### config.mk
export PLATFORM = sky130hd
export DESIGN_NAME = pipe_skid_reg
export DESIGN_NICKNAME = d
export VERILOG_FILES = /design/src/rtl/pipe_skid_reg.sv
export SDC_FILE = /design/constraint.sdc
export NUM_CORES = 1
export LEC_CHECK = 0
export ABC_CLOCK_PERIOD_IN_PS = 2600
export BUFFER_PORTS_ARGS = -buffer_cell sky130_fd_sc_hd__clkbuf_2
export CAP_MARGIN = 20
export CORE_UTILIZATION = 50
export DETAILED_ROUTE_END_ITERATION = 6
export GPL_ROUTABILITY_DRIVEN = 0
export PLACE_DENSITY = 0.85
export SYNTH_ARGS = -nofsm -noshare
export SYNTH_HDL_FRONTEND = slang
export SYNTH_SLANG_ARGS = --single-unit
### constraint.sdc
create_clock -name clk -period 2.6 [get_ports clk]
set_input_delay 0.13 -clock clk [delete_from_list [all_inputs] [get_ports clk]]
set_output_delay 0.13 -clock clk [all_outputs]
set_load 0.1 [all_outputs]
### src/rtl/pipe_skid_reg.sv
// Pipeline stage register with valid/ready handshake and a one-entry skid buffer.
// in_ready and out_valid come straight from registers, so no combinational path crosses the stage.
module pipe_skid_reg #(
  parameter int unsigned W = 32
) (
  input  logic         clk,
  input  logic         reset,
  input  logic         flush,
  input  logic         in_valid,
  output logic         in_ready,
  input  logic [W-1:0] in_data,
  output logic         out_valid,
  input  logic         out_ready,
  output logic [W-1:0] out_data,
  output logic [1:0]   level
);

  localparam int unsigned LW = 2;

  // State value doubles as the held-entry count.
  typedef enum logic [LW-1:0] {
    ST_EMPTY = 2'd0,
    ST_ONE   = 2'd1,
    ST_FULL  = 2'd2
  } state_t;

  state_t         r_state;
  logic [W-1:0]   r_main;
  logic [W-1:0]   r_skid;
  logic           r_out_valid;
  logic           r_in_ready;

  logic w_in_acc;
  logic w_out_acc;

  assign w_in_acc  = in_valid & r_in_ready;
  assign w_out_acc = r_out_valid & out_ready;

  always_ff @(posedge clk or posedge reset) begin
    if (reset) begin
      r_state     <= ST_EMPTY;
      r_main      <= '0;
      r_skid      <= '0;
      r_out_valid <= 1'b0;
      r_in_ready  <= 1'b1;
    end else if (flush) begin
      // Flush wins over any handshake this cycle.
      r_state     <= ST_EMPTY;
      r_main      <= '0;
      r_skid      <= '0;
      r_out_valid <= 1'b0;
      r_in_ready  <= 1'b1;
    end else begin
      case (r_state)
        ST_EMPTY: begin
          if (w_in_acc) begin
            r_state     <= ST_ONE;
            r_main      <= in_data;
            r_out_valid <= 1'b1;
          end
        end
        ST_ONE: begin
          if (w_in_acc && w_out_acc) begin
            r_main <= in_data;
          end else if (w_in_acc) begin
            r_state    <= ST_FULL;
            r_skid     <= in_data;
            r_in_ready <= 1'b0;
          end else if (w_out_acc) begin
            r_state     <= ST_EMPTY;
            r_out_valid <= 1'b0;
          end
        end
        ST_FULL: begin
          if (w_out_acc) begin
            r_state    <= ST_ONE;
            r_main     <= r_skid;
            r_in_ready <= 1'b1;
          end
        end
        default: begin
          r_state     <= ST_EMPTY;
          r_out_valid <= 1'b0;
          r_in_ready  <= 1'b1;
        end
      endcase
    end
  end

  assign in_ready  = r_in_ready;
  assign out_valid = r_out_valid;
  assign out_data  = r_main;
  assign level     = r_state;

endmodule

**Word-level counts from Yosys, hierarchy flattened**

Cells that the tools add are included.

- Flip-flop bits (word level): 68
- Latch bits: 0
- RAM bits: 0
- ROM bits: 0
- Input port bits: 37
- Output and inout port bits: 36
- Logic and storage cells: 56
- Memories: 0

- $add $sub $neg: 0
- Multipliers: 0
- Div/mod/pow operators: 0
- Order comparisons: 0
- Eq/ne operators: 13
- Shifts and indexed selects: 0
- Mux-type cells: 26
- Bitwise gates (word level): 2
- Reduce and logical (&&, ||, !) cells: 10

Operator list:

| cell | number |
|---|---|
| 32-bit 2-to-1 mux | 7 |
| 32-bit case mux with 3 select lines | 1 |
| 3-bit inequality test (second input constant) | 7 |
| 2-bit 2-to-1 mux | 6 |
| 4-bit AND reduction | 3 |
| 1-bit 2-to-1 mux | 9 |
| 2-bit inequality test (second input constant) | 3 |
| 1-bit case mux with 3 select lines | 2 |
| 2-bit case mux with 3 select lines | 1 |
| 5-bit AND reduction | 1 |
| 4-bit inequality test (second input constant) | 1 |
| 2-bit nonzero test | 2 |
| 4-bit nonzero test | 1 |
| 3-bit AND reduction | 1 |
| 1-bit bitwise AND | 2 |
| 2-bit by 1-bit == test with 1-bit output (second input constant) | 1 |
| 2-bit == test (second input constant) | 1 |
| 2-bit logical NOT | 1 |
| 1-bit logical AND | 1 |

**Longest topological paths before layout**

- Depth in word-level cells: 6
- Depth in mapped cells: 6
- Depth with buffers taken out: 3

**Worst setup path after synthesis**

No wires, ideal clock.

- Path type: flip-flop to flip-flop
- From: register r_state[0], in the netlist level[0]
- To: register r_main[20], in the netlist out_data[20]
- Library setup time: 146 ps
- Arrival: 2,086 ps
- Data required time: 2,454 ps
- Setup slack: 368 ps
- Cell stages (with the launch flop): 6
- Buffers on the path: 2
- Period minus slack after synthesis: 2,232 ps
- Path through: dfrtp_1 > and4b_1 > buf_2 > clkbuf_1 > a2111oi_0 > a211oi_2

- Cells in the longest elaborated chain, start to end: 3
- Elaborated cells between the ends (all ways): 10
- Classes of those cells: eq/ne (5); mux (2); reduce/logical (3)

Ends and longest elaborated chain:

| element | RTL line | text |
|---|---|---|
| from (decl) | 27 | `state_t r_state;` |
| from (signal assigned) | 41 | `r_state <= ST_EMPTY;` |
| from (signal assigned) | 48 | `r_state <= ST_EMPTY;` |
| from (signal assigned) | 57 | `r_state <= ST_ONE;` |
| 2-bit by 1-bit == test with 1-bit output, or another cell as far along | 54 | `case (r_state)` |
| 3-bit inequality test (no line), or another cell as far along | - |  |
| 4-bit AND reduction (no line) / 32-bit 2-to-1 mux (equally long branches) | - |  |
| to (signal assigned) | 58 | `r_main <= in_data;` |
| to (signal assigned) | 64 | `r_main <= in_data;` |
| to (signal assigned) | 77 | `r_main <= r_skid;` |
| to (decl) | 28 | `logic [W-1:0] r_main;` |

Several ways; a longest one is shown, not always the timed one.
A chain may end at the register's enable or synchronous reset.

**Worst setup path after layout**

- From: register r_in_ready, in the netlist in_ready
- To: register r_main[22], in the netlist out_data[22]

- Cells in the longest elaborated chain, start to end: 4
- Elaborated cells between the ends (all ways): 5
- Classes of those cells: eq/ne (2); bitwise (1); reduce/logical (2)

Ends and longest elaborated chain:

| element | RTL line | text |
|---|---|---|
| from (decl) | 31 | `logic r_in_ready;` |
| from (signal assigned) | 45 | `r_in_ready <= 1'b1;` |
| from (signal assigned) | 52 | `r_in_ready <= 1'b1;` |
| from (signal assigned) | 68 | `r_in_ready <= 1'b0;` |
| 1-bit bitwise AND * | 36 | `assign w_in_acc = in_valid & r_in_ready;` |
| 1-bit logical AND | 63 | `if (w_in_acc && w_out_acc) begin` |
| 3-bit inequality test (no line) | - |  |
| 4-bit AND reduction (no line) * | - |  |

Mark *: on every way between the ends. The rest lies on a longest branch, timed or not.

==> results.py <==
metrics = {
    "worst_setup_path": {
        "reg2reg_setup_slack_ps": 640,
        "path_max_fanout": 65,
        "crit_arrival_ps": 2200,
        "r2r-start": "in_ready",
        "cpPeakStageDelay_ps": 580,
        "critical-path-top-delay-family": "flip-flops",
        "start_kind": "register",
        "cp-startpoint": "in_ready",
        "reg2reg_depth": 4,
        "cp.required_ps": 2840,
        "endpoint_kind": "register",
        "crit_chain": "and3b_2, buf_4, a2111oi_0, a211oi_1",
        "cp_slowest_cell": "dfstp_2",
        "cp_num_cells": 4,
        "crit_type": "reg -> reg",
        "reg2reg_to": "out_data[22]",
        "critPathBufInv": 1,
    },
    "sta": {
        "relSlewSlack": 0.471,
        "worst_slew_pin_slew_ps": 794,
        "rsz0062_at_grt": "false",
        "setup_viol": 0,
        "setup_tns_ps": 0,
        "max_freq_ghz": 0.510,
        "hold_viol": 0,
        "min_period_over_period": 0.755,
        "hold_ws_ps": 19.2,
        "fin_ws_ps": 638,
        "layout_min_cycle_time_ps": 1960,
        "finalMaxSlewViolations": 0,
        "finalClockSkew_ps": 8.62,
    },
    "clock_tree": {
        "cts.repair.resized": 0,
        "cts_setup_buffers": 0,
        "cts_tree": "built",
        "clkLatencyLatePin_ps": 350,
        "cts.sinks": 68,
        "clk_pin_slew_ps": 80,
        "hold_buffers": 2,
        "cts-root-buf": "clkbuf_8",
        "h-tree-depth": 3,
        "cts-buffers-inserted": 9,
        "cts_buffer_depth": 2,
    },
    "drt": {
        "via_per_inst": 6.44,
        "antenna_left": 0,
        "vias": 2989,
        "wl_met1_mm": 4.02,
        "wl_met3_um": 501,
        "wl_met2_mm": 4.31,
        "drt_iter0_drc": 220,
        "dr.max_layer_used": "met4",
        "drc": 0,
        "wire_per_inst_um": 19.3,
        "wl_mm": 8.96,
        "first_pass_iters": 7,
    },
    "synthesis": {
        "synth_common_cells": "67 x dfrtp_1, 35 x a21oi_1, 33 x mux2i_1",
        "netlist_area_mm2": 0.00341,
        "ys_ff_latch": 68,
        "syn_nets": 364,
        "synthCells": 327,
        "yosysMostFrequentCell": "dfrtp_1",
        "synth.top_cell.area_share": 0.492,
        "synth_edf_count": 0,
        "syn_area_per_cell_um2": 10.4,
        "yosys_warnings": 0,
        "synth-async-reset-ratio": 1.00,
        "yosys.area.top_type": "dfrtp_1",
        "yosysUniqueCellTypes": 29,
        "synth-seq-area-share": 0.499,
        "ys.flop_type": "dfrtp_1",
        "synthTopCellsByArea": "dfrtp_1 49%, mux2i_1 9.7%, a2111oi_0 8.2%",
    },
    "die": {
        "fp.dieH_um": 84.6,
        "core.rowCount": 29,
        "io_pins": 73,
        "start_util": 0.528,
        "core_area_mm2": 0.00646,
        "dieArea_mm2": 0.00715,
        "die_w_um": 84.6,
    },
    "global_route": {
        "grt_pass1_vias": 2847,
        "gr-total-overflow": 0,
        "grt_usage": 0.261,
        "grt_max_degree": 66,
        "grt_pass1_wl_mm": 14.7,
        "antenna_found_initial": 0,
    },
    "finish": {
        "final_nets": 419,
        "drive_gt1_frac": 0.279,
        "n_antenna_cell": 0,
        "final_cells": 464,
        "n_fill_cell": 547,
        "syn_to_final_growth_pct": 19.5,
    },
    "place": {
        "dpl_worst_slack_ps": 657,
        "dp.cells": 446,
        "io_buffers": 72,
        "hpwl_mm": 5.52,
    },
    "power": {
        "p_leak_nw": 1.73,
        "power.density_mw_per_mm2": 1090,
        "power_mw": 4.42,
        "peakVddDrop_v": 0.000610,
    },
    "hold_path": {
        "hold_end": "r_skid[25]",
        "hp-start": "in_data[25]",
        "hold_class": "in -> reg",
        "holdPathStages": 3,
    },
    "job": {
        "max_cap_viol_count": 0,
    },
    "status": {
        "status": "completed",
    },
}
[state kept, by name, indices dropped and copies added (netlist names)]
name,flops
out_data,32
r_skid,32
level,2
in_ready,1
out_valid,1
[routing by layer]
layer  up-vias  GRT usage
met5         -          0
met4         0     0.0986
met3        14     0.0541
met2       118      0.407
met1      1484      0.362
li1       1373          -
[per-stage QoR]
step | instance area (µm²) | util
floorplan | 3410 | -
global placement | 3790 | 0.587
detailed placement | 3790 | 0.587
CTS | 4070 | 0.631
global route | 4070 | 0.631
finish | 4070 | 0.631
[tightest hold or removal path: cells and delay by family]
kind | cells | cell delay, ps
buf+inv | 1 | 90
simple gates | 1 | 60
compound gates | 1 | 60
[logic make-up (layout without fill, tap and decap cells)]
kind of cell    after synthesis  in the layout  synth area share
mux                          33             33            0.0969
flops                        68             68             0.499
compound gates              139            139             0.273
simple gates                 43             43            0.0701
buf+inv                      44            104            0.0605
[how the worst max path moves through the flow]
stage / to / slack, ps
detailed placement: out_data[22] / 660
finish: out_data[22] / 640
global placement: out_data[22] / 800
CTS: out_data[22] / 640
global route: out_data[28] / 520
floorplan: out_data[20] / 370
[final cells by class]
| type | instances | area [µm²] | share of cell area |
|---|---|---|---|
| Multi-Input combinational cell | 215 | 1510 | 0.370 |
| Tap cell | 77 | 96.3 | 0.0236 |
| Inverter | 2 | 7.51 | 0.00184 |
| Sequential cell | 68 | 1700 | 0.418 |
| Timing Repair Buffer | 86 | 495 | 0.122 |
| Clock inverter | 4 | 120 | 0.0295 |
| Clock buffer | 12 | 145 | 0.0356 |
[cells in the final DEF, fill, tap and decap left out, drive strengths merged]
| cell | instances |
|---|---|
| nand2 | 1 |
| mux2i | 33 |
| inv | 2 |
| nor3 | 1 |
| o21ai | 32 |
| and2b | 1 |
| buf | 12 |
| clkbuf | 84 |
| a21oi | 35 |
| bufinv | 4 |
| a21boi | 1 |
| nand3 | 32 |
| dfstp | 1 |
| a21bo | 1 |
| o31ai | 1 |
| and4b | 1 |
| a2111oi | 32 |
| or2 | 1 |
| dlygate4sd3 | 2 |
| and3b | 1 |
| and4bb | 1 |
| a21o | 1 |
| and2 | 1 |
| dfrtp | 67 |
| o21bai | 2 |
| a211o | 2 |
| nand3b | 2 |
| a211oi | 32 |
| nor2 | 1 |
[where the power goes]
group          internal (mW)  switching, mW  leakage, nW
sequential              1.23          0.119        0.913
combinational          0.370           1.54        0.684
clock                  0.762          0.406        0.131
Power figures use the tool's default switching activity.
